==> src/rtl/player_io_pkg.sv <==
// Shared constants for the player I/O register window: bus widths,
// register offsets relative to IO_BASE and the internal counter width.
package player_io_pkg;

  localparam int ADDR_W = 14;
  localparam int DATA_W = 18;
  localparam int CNT_W  = 8;

  localparam logic [ADDR_W-1:0] OFS_SHOT_EVT = 14'd0;
  localparam logic [ADDR_W-1:0] OFS_HIT_EVT  = 14'd1;
  localparam logic [ADDR_W-1:0] OFS_ENABLE   = 14'd2;
  localparam logic [ADDR_W-1:0] OFS_LEVEL    = 14'd3;
  localparam logic [ADDR_W-1:0] OFS_HITCNT   = 14'd4;

endpackage

==> src/rtl/player_io_chan.sv <==
// One raw input path: 2-flop synchroniser, debouncer, rising-edge detect
// and a fixed-width pulse timer gated by the channel enable.
module player_io_chan
  import player_io_pkg::*;
#(
  parameter int DEBOUNCE_CYCLES = 4,
  parameter int PULSE_CYCLES    = 8
) (
  input  logic clk,
  input  logic rst_n,
  input  logic raw,
  input  logic en,
  output logic evt,
  output logic level,
  output logic pulse
);

  localparam logic [CNT_W-1:0] DEB_LAST   = CNT_W'(DEBOUNCE_CYCLES - 1);
  localparam logic [CNT_W-1:0] PULSE_LOAD = CNT_W'(PULSE_CYCLES);

  logic [1:0]       sync_q;
  logic [1:0]       sync_vld;
  logic             armed;
  logic             db;
  logic             db_d;
  logic [CNT_W-1:0] db_cnt;
  logic [CNT_W-1:0] pulse_cnt;
  logic             sample;
  logic             rise;

  assign sample = sync_q[1];
  assign rise   = db & ~db_d;

  // Until a genuine low period has been debounced after reset, the path is
  // not armed: an input already held high must not look like a new press.
  // NOTE: every register here uses <= so all flops update from pre-edge values.
  always_ff @(posedge clk or negedge rst_n) begin
    if (!rst_n) begin
      sync_q   <= '0;
      sync_vld <= '0;
      armed    <= 1'b0;
      db       <= 1'b0;
      db_d     <= 1'b0;
      db_cnt   <= '0;
    end else begin
      sync_q   <= {sync_q[0], raw};
      sync_vld <= {sync_vld[0], 1'b1};
      db_d     <= db;
      if (!armed) begin
        if (!sync_vld[1] || sample) begin
          db_cnt <= '0;
        end else if (db_cnt == DEB_LAST) begin
          armed  <= 1'b1;
          db_cnt <= '0;
        end else begin
          db_cnt <= db_cnt + CNT_W'(1);
        end
      end else if (sample != db) begin
        if (db_cnt == DEB_LAST) begin
          db     <= sample;
          db_cnt <= '0;
        end else begin
          db_cnt <= db_cnt + CNT_W'(1);
        end
      end else begin
        db_cnt <= '0;
      end
    end
  end

  // A rise while the timer runs is ignored so the pulse is never stretched.
  always_ff @(posedge clk or negedge rst_n) begin
    if (!rst_n) begin
      pulse_cnt <= '0;
    end else if (!en) begin
      pulse_cnt <= '0;
    end else if (rise && (pulse_cnt == '0)) begin
      pulse_cnt <= PULSE_LOAD;
    end else if (pulse_cnt != '0) begin
      pulse_cnt <= pulse_cnt - CNT_W'(1);
    end
  end

  assign evt   = rise & en;
  assign level = db;
  assign pulse = |pulse_cnt;

endmodule

==> src/rtl/player_io_map.sv <==
// Player trigger/hit-sensor block with a small CPU register window.
// Optional per-channel saturating hit counters: define PLAYER_IO_HIT_COUNT_EN.
module player_io_map
  import player_io_pkg::*;
#(
  parameter int                NUM_PLAYERS       = 2,
  parameter logic [ADDR_W-1:0] IO_BASE           = 14'd254,
  parameter int                DEBOUNCE_CYCLES   = 4,
  parameter int                SHOT_PULSE_CYCLES = 8
) (
  input  logic                   clk,
  input  logic                   CLR,
  input  logic [NUM_PLAYERS-1:0] trigger,
  input  logic [NUM_PLAYERS-1:0] sens,
  output logic [NUM_PLAYERS-1:0] shot,
  output logic [NUM_PLAYERS-1:0] hit,
  input  logic                   wr,
  input  logic [ADDR_W-1:0]      addr,
  input  logic [DATA_W-1:0]      din,
  output logic [DATA_W-1:0]      dout
);

  logic [NUM_PLAYERS-1:0] trig_evt;
  logic [NUM_PLAYERS-1:0] sens_evt;
  logic [NUM_PLAYERS-1:0] trig_lvl;
  logic [NUM_PLAYERS-1:0] sens_lvl;
  logic [NUM_PLAYERS-1:0] shot_evt;
  logic [NUM_PLAYERS-1:0] hit_evt;
  logic [NUM_PLAYERS-1:0] enable;
  logic [ADDR_W-1:0]      ofs;
  logic [DATA_W-1:0]      rd_data;
  logic                   sel_shot;
  logic                   sel_hit;
  logic                   sel_enable;
  logic                   sel_level;
  logic                   unused_din;

  for (genvar i = 0; i < NUM_PLAYERS; i++) begin : g_chan
    player_io_chan #(
      .DEBOUNCE_CYCLES(DEBOUNCE_CYCLES),
      .PULSE_CYCLES   (SHOT_PULSE_CYCLES)
    ) u_trig (
      .clk  (clk),
      .rst_n(CLR),
      .raw  (trigger[i]),
      .en   (enable[i]),
      .evt  (trig_evt[i]),
      .level(trig_lvl[i]),
      .pulse(shot[i])
    );

    player_io_chan #(
      .DEBOUNCE_CYCLES(DEBOUNCE_CYCLES),
      .PULSE_CYCLES   (SHOT_PULSE_CYCLES)
    ) u_sens (
      .clk  (clk),
      .rst_n(CLR),
      .raw  (sens[i]),
      .en   (enable[i]),
      .evt  (sens_evt[i]),
      .level(sens_lvl[i]),
      .pulse(hit[i])
    );
  end

  // Addresses below IO_BASE wrap to large offsets and fall outside the window.
  assign ofs        = addr - IO_BASE;
  assign sel_shot   = (ofs == OFS_SHOT_EVT);
  assign sel_hit    = (ofs == OFS_HIT_EVT);
  assign sel_enable = (ofs == OFS_ENABLE);
  assign sel_level  = (ofs == OFS_LEVEL);
  assign unused_din = ^din[DATA_W-1:NUM_PLAYERS];

`ifdef PLAYER_IO_HIT_COUNT_EN
  logic [CNT_W-1:0]       hit_cnt [NUM_PLAYERS];
  logic [NUM_PLAYERS-1:0] sel_cnt;

  always_comb begin
    sel_cnt = '0;
    for (int i = 0; i < NUM_PLAYERS; i++) begin
      sel_cnt[i] = (ofs == (OFS_HITCNT + ADDR_W'(i)));
    end
  end

  // NOTE: this array is a handful of flops, not a RAM, so it takes the reset.
  always_ff @(posedge clk or negedge CLR) begin
    if (!CLR) begin
      for (int i = 0; i < NUM_PLAYERS; i++) hit_cnt[i] <= '0;
    end else begin
      for (int i = 0; i < NUM_PLAYERS; i++) begin
        if (wr && sel_cnt[i]) begin
          hit_cnt[i] <= '0;
        end else if (sens_evt[i] && (hit_cnt[i] != '1)) begin
          hit_cnt[i] <= hit_cnt[i] + CNT_W'(1);
        end
      end
    end
  end
`endif

  // NOTE: rd_data is defaulted first so no path through this block infers a latch.
  always_comb begin
    rd_data = '0;
    if (sel_shot) begin
      rd_data[NUM_PLAYERS-1:0] = shot_evt;
    end else if (sel_hit) begin
      rd_data[NUM_PLAYERS-1:0] = hit_evt;
    end else if (sel_enable) begin
      rd_data[NUM_PLAYERS-1:0] = enable;
    end else if (sel_level) begin
      rd_data[2*NUM_PLAYERS-1:0] = {sens_lvl, trig_lvl};
    end
`ifdef PLAYER_IO_HIT_COUNT_EN
    for (int i = 0; i < NUM_PLAYERS; i++) begin
      if (sel_cnt[i]) rd_data[CNT_W-1:0] = hit_cnt[i];
    end
`endif
  end

  // A read-clear drops every returned bit, but a same-cycle event still sets.
  always_ff @(posedge clk or negedge CLR) begin
    if (!CLR) begin
      dout     <= '0;
      shot_evt <= '0;
      hit_evt  <= '0;
      enable   <= '1;
    end else begin
      dout     <= rd_data;
      shot_evt <= (sel_shot && !wr) ? trig_evt : (shot_evt | trig_evt);
      hit_evt  <= (sel_hit  && !wr) ? sens_evt : (hit_evt  | sens_evt);
      if (wr && sel_enable) enable <= din[NUM_PLAYERS-1:0];
    end
  end

endmodule

==> config.mk <==
export PLATFORM = sky130hd
export DESIGN_NAME = player_io_map
export DESIGN_NICKNAME = d
export VERILOG_FILES = /design/src/rtl/player_io_pkg.sv /design/src/rtl/player_io_chan.sv /design/src/rtl/player_io_map.sv
export SDC_FILE = /design/constraint.sdc
export NUM_CORES = 1
export LEC_CHECK = 0
export CORE_MARGIN = 2
export CORE_UTILIZATION = 30
export DETAILED_ROUTE_END_ITERATION = 8
export GPL_ROUTABILITY_DRIVEN = 0
export PLACE_DENSITY = 0.56
export SLEW_MARGIN = 10
export SYNTH_ARGS = -nofsm -noshare
export SYNTH_HDL_FRONTEND = slang
export SYNTH_SLANG_ARGS = --single-unit
==> constraint.sdc <==
create_clock -name clk -period 5.4 [get_ports clk]
set_input_delay 0.54 -clock clk [delete_from_list [all_inputs] [get_ports clk]]
set_output_delay 0.54 -clock clk [all_outputs]
set_load 0.02 [all_outputs]
## Word-level counts from Yosys, hierarchy flattened

Cells that the tools add are included.

| cells by class | value |
|---|---|
| reduce and logical (&&, ||, !) cells | 33 |
| equality and inequality tests | 15 |
| $add $sub $neg | 9 |
| multiplexer cells | 49 |
| bitwise operators | 14 |

Operators with widths:

| cell | count |
|---|---|
| 2-to-1 mux 8 bit | 28 |
| adder 8 x 1 -> 8 bit, second input constant | 4 |
| equality test 8 x 2 -> 1 bit, second input constant | 4 |
| logical NOT 8 bit | 4 |
| nonzero test 8 bit | 4 |
| OR reduction 8 bit | 4 |
| subtractor 8 x 1 -> 8 bit, second input constant | 4 |
| equality test 14 x 2 -> 1 bit, second input constant | 2 |
| 2-to-1 mux 2 bit | 8 |
| equality test 14 x 1 -> 1 bit, second input constant | 1 |
| logical NOT 14 bit | 1 |
| subtractor 14 x 8 -> 14 bit, second input constant | 1 |
| 2-to-1 mux 1 bit | 12 |
| != test 3 x 1 -> 1 bit, second input constant | 4 |
| AND reduction 3 bit | 4 |
| AND 1 bit | 8 |
| logical AND 1 bit | 7 |
| logical NOT 1 bit | 5 |
| logical OR 1 bit | 4 |
| 2-to-1 mux 4 bit | 1 |
| != test 1 bit | 4 |
| NOT 1 bit | 4 |
| bitwise OR 2 bit | 2 |

| storage, ports and cells | value |
|---|---|
| output and inout port bits | 22 |
| flip-flop bits (word level) | 102 |

## Logic depth before layout (Yosys ltp)

| logic depth | value |
|---|---|
| word-level depth | 6 |
| gate-level depth with buffers | 7 |
| gate-level depth less buffers | 7 |

## Modules after synthesis

A second synthesis with hierarchy kept.

| second synthesis, totals | value |
|---|---|
| cell total of the unflattened synthesis | 482 |
| area total of the unflattened synthesis | 5071.1 sq um |

By module, submodules not included:

| module | area an instance (sq um) | instances | sequential area each (sq um) | cells each |
|---|---|---|---|---|
| player_io_chan | 1079.8 | 4 | 575.6 | 102 |
| player_io_map | 752.0 | 1 | 252.7 | 74 |

## Least setup slack after synthesis

No wires, ideal clock.

| path | value |
|---|---|
| path type | register -> output |
| start | reg g_chan[0].u_sens.pulse_cnt[0] |
| end | out hit[0] |
| setup slack | 3.209 ns |
| arrival time | 1.651 ns |
| cell stages (with the launch flop) | 7 |
| cell sequence | dfrtp_1 -> inv_1 -> ha_1 -> or3b_4 -> nor4b_4 -> inv_2 -> buf_4 |

| between the ends | value |
|---|---|
| longest elaborated chain between the ends | 1 |

Ends and longest elaborated chain:

| item | line | text |
|---|---|---|
| start, declared | player_io_chan.sv:27 | `logic [CNT_W-1:0] pulse_cnt;` |
| start signal, assigned | player_io_chan.sv:80 | `pulse_cnt <= pulse_cnt - CNT_W'(1);` |
| OR reduction 8 bit | player_io_chan.sv:86 | `assign pulse = \|pulse_cnt;` |
| end, declared | player_io_map.sv:16 | `output logic [NUM_PLAYERS-1:0] hit,` |

Every way passes these cells.

## Worst setup path in the final report

Same ends and word-level chain as after synthesis.

==> flow_summary_export.csv <==
group,metric,value,unit
clock_tree,hold_buffers,0,
layout,n_fill_cell,1526,
logic_synthesis,syn-cell-area,4670,sq um
logic_synthesis,synthSimpleGateAreaFrac,22.3,%
routing,wl_per_cell,12.1,microns
grt,gr-usage-all-layers,10.7,%
logic_synthesis,syn_area_per_cell,10.4,sq um
grt,grt_pass1_wl,14300,microns
routing,ant_nets,0,
logic_synthesis,netlist_instances,451,
grt,grt_antenna_before_repair,0,
setup_path,rr_startpoint,"g_chan[1].u_trig.pulse_cnt[0]$_DFFE_PN0P_",
logic_synthesis,synthAdderAreaFrac,2.41,%
logic_synthesis,async_reset_ff_share,100,%
logic_synthesis,muxShareOfSynthArea,3.45,%
setup_path,reg2reg_slack,3220,ps
clock_tree,h-tree-depth,3,
logic_synthesis,ys_warn_count,0,
die,die_y,129,microns
clock_tree,post-cts-setup-buffer-count,0,
clock_tree,clock_path_buffers,2,
setup_path,critPathCaptureType,"output port",
placed_design,dpl.hpwl,5740,microns
setup_path,worstSetupPathType,"flip-flop to output port",
clock_tree,cts_resized,0,
routing,vias,3180,
die,coreArea,15200,sq um
placed_design,placed_area,5090,sq um
die,rows,45,
outcome,status,"completed",
sta,fin_crit,3120,ps
logic_synthesis,synth_largest_area_cell,"dfrtp_1",
setup_path,reg2regPathDepth,7,
sta,rsz0062_at_grt,"false",
clock_tree,insertion_delay,340,ps
sta,worstMarginPinSlew,880,ps
layout,antenna_cells,0,
sta,slew_violations,0,
setup_path,critPathMaxFanout,9,
grt,grt.overflow.total,0,
logic_synthesis,synth_edf_count,0,
logic_synthesis,synth-seq-cells,96,
setup_path,rr_endpoint,"g_chan[1].u_trig.pulse_cnt[7]$_DFFE_PN0P_",
logic_synthesis,synth_ff_type,"dfrtp_1",
run,maxCapViolations,0,
layout,multi_input_area,2060,sq um
power,peakVddDrop,0.143,mV
sta,skew,4.69,ps
logic_synthesis,yosys-top-cells-count,"dfrtp_1 (94), nor2_1 (69), nand2_1 (26)",
logic_synthesis,synth-compound-area-share,7.74,%
die,dieArea,16600,sq um
setup_path,start_kind,"flip-flop",
logic_synthesis,synth_top_area_share,50.3,%
logic_synthesis,synth_top_family_by_area,"simple AND/OR/NAND/NOR gates",
sta,maxSlewHeadroom,41.3,%
clock_tree,clk_pin_slew,60,ps
layout,nets,529,
logic_synthesis,synthXorXnorAreaFrac,6.94,%
routing,drc,0,
logic_synthesis,synth_most_common_cell,"dfrtp_1",
clock_tree,root_buffer,"clkbuf_16",
sta,period_share,57.7,%
die,dieWidth,129,microns
die,initial_core_util,30.7,%
clock_tree,cts_buffers,9,
logic_synthesis,yosys-top-cells-area,"dfrtp_1 (50%), nor2_1 (5.5%), xor2_1 (4.1%)",
clock_tree,tritoncts,"done",
setup_path,cp_data_required_time,4860,ps
layout,final_cell_area,5390,sq um
routing,drt_iter0_drc,126,
layout,seq_area,2400,sq um
logic_synthesis,synth.distinct_cells,50,
layout,area.growth.synth_to_final,15.4,%
logic_synthesis,seq_area_frac_synth,51.5,%
layout,drive_gt1_share,9.26,%
routing,viasPerCell,4.72,
power,p_per_area,285,nW/um^2
grt,grt_max_degree,71,
sta,clock.fmax,321,MHz
sta,finalHoldViolCount,0,
power,p_leak,2.40,nW
setup_path,worst_ep_arrival_time,2580,ps
clock_tree,clock_sinks,96,
hold_path,min_path_type,"primary input to asynchronous set/reset pin",
sta,final.setup.tns,0,ps
sta,finalSetupViolCount,0,
die,ios,61,
grt,first_global_vias,3128,
routing,first_pass_iters,4,
routing,wl,8140,microns
placed_design,portBuffers,30,
## cell usage in the layout (no fill, tap or decap), drive strengths merged, types with 3 or more instances in the layout
cell type and n:
a211oi 3, a21oi 12, a31o 5, and3 12
clkbuf 13, clkdlybuf4s50 29, conb 15, dfrtp 94
ha 9, inv 24, mux2 5, mux2i 6
nand2 26, nand2b 13, nand3 21, nand3b 4
nor2 69, nor2b 3, nor3 11, nor4 9
nor4b 3, o211a 3, o211ai 6, o21ai 17
o22ai 3, or3 6, or4b 6, xnor2 15
xor2 22
## kinds of logic after synthesis
family,Yosys count
AND/OR/NAND/NOR,191
XOR/XNOR,37
multiplexers,13
flip-flops,96
other,2
buffers and inverters,49
adder cells (fa/ha/maj),9
AO/OA/AOI/OAI,54
## critical path: stages, from the launching register on
cell and delay [ps]:
dfrtp_1 370, inv_1 90, ha_1 180, or3b_4 420, nor4b_4 490, inv_2 120
clkdlybuf4s50_1 560
## sequential cells by signal (all words and copies together) (netlist names), 4 cells and up
| register | flops |
|---|---|
| dout | 4 |
| g_chan.u_trig.sync_q | 4 |
| g_chan.u_trig.pulse_cnt | 16 |
| g_chan.u_sens.db_cnt | 16 |
| g_chan.u_sens.pulse_cnt | 16 |
| g_chan.u_sens.sync_q | 4 |
| g_chan.u_trig.db_cnt | 16 |
## stage by stage
stage               std cells  worst slack [ps]  utilization [%]  power [mW]  hold slack [ps]
detailed placement        658              2430             33.5       0.913              335
finish                    674              2280             35.5        1.54              109
CTS                       674              2260             35.5        1.56              116
global route              674              2110             35.5        1.61              128
global placement          658              2480             33.5       0.908              331
floorplan                 464              3210                -       0.871              244
## per-layer routing
layer / GRT usage [%] / share of wire [%]
met3: 3.08 / 4.3
met4: 3.26 / 1.2
met1: 13.9 / 49
met2: 17.1 / 45
met5: 0 / 0
## worst max path at each step
| stage | start | slack (ps) | to |
|---|---|---|---|
| 6_report | g_chan[0].u_sens.pulse_cnt[0]$_DFFE_PN0P_ | 2280 | hit[0] |
| 5_1_grt | g_chan[0].u_sens.pulse_cnt[0]$_DFFE_PN0P_ | 2110 | hit[0] |
| 4_1_cts | g_chan[0].u_sens.pulse_cnt[0]$_DFFE_PN0P_ | 2260 | hit[0] |
| 3_5_place_dp | addr[1] | 2430 | enable[0]$_DFFE_PN1P_ |
| 3_3_place_gp | addr[1] | 2480 | enable[0]$_DFFE_PN1P_ |
| 2_1_floorplan | g_chan[0].u_sens.pulse_cnt[0]$_DFFE_PN0P_ | 3210 | hit[0] |
## layout make-up
class                   count  area share (%)
repair buffers             31            5.66
inverters                  24            1.67
clock buffers              13            4.83
multi-input cells         319            38.1
clock inverters             3           0.743
flip-flops and latches     96            44.6
well taps                 188            4.36
## power by group
| group | internal (mW) | total [mW] | switching [mW] |
|---|---|---|---|
| sequential | 0.747 | 0.776 | 0.0290 |
| combinational | 0.0499 | 0.121 | 0.0711 |
| clock | 0.383 | 0.638 | 0.255 |
No activity file was read; power rests on OpenSTA's default activity.
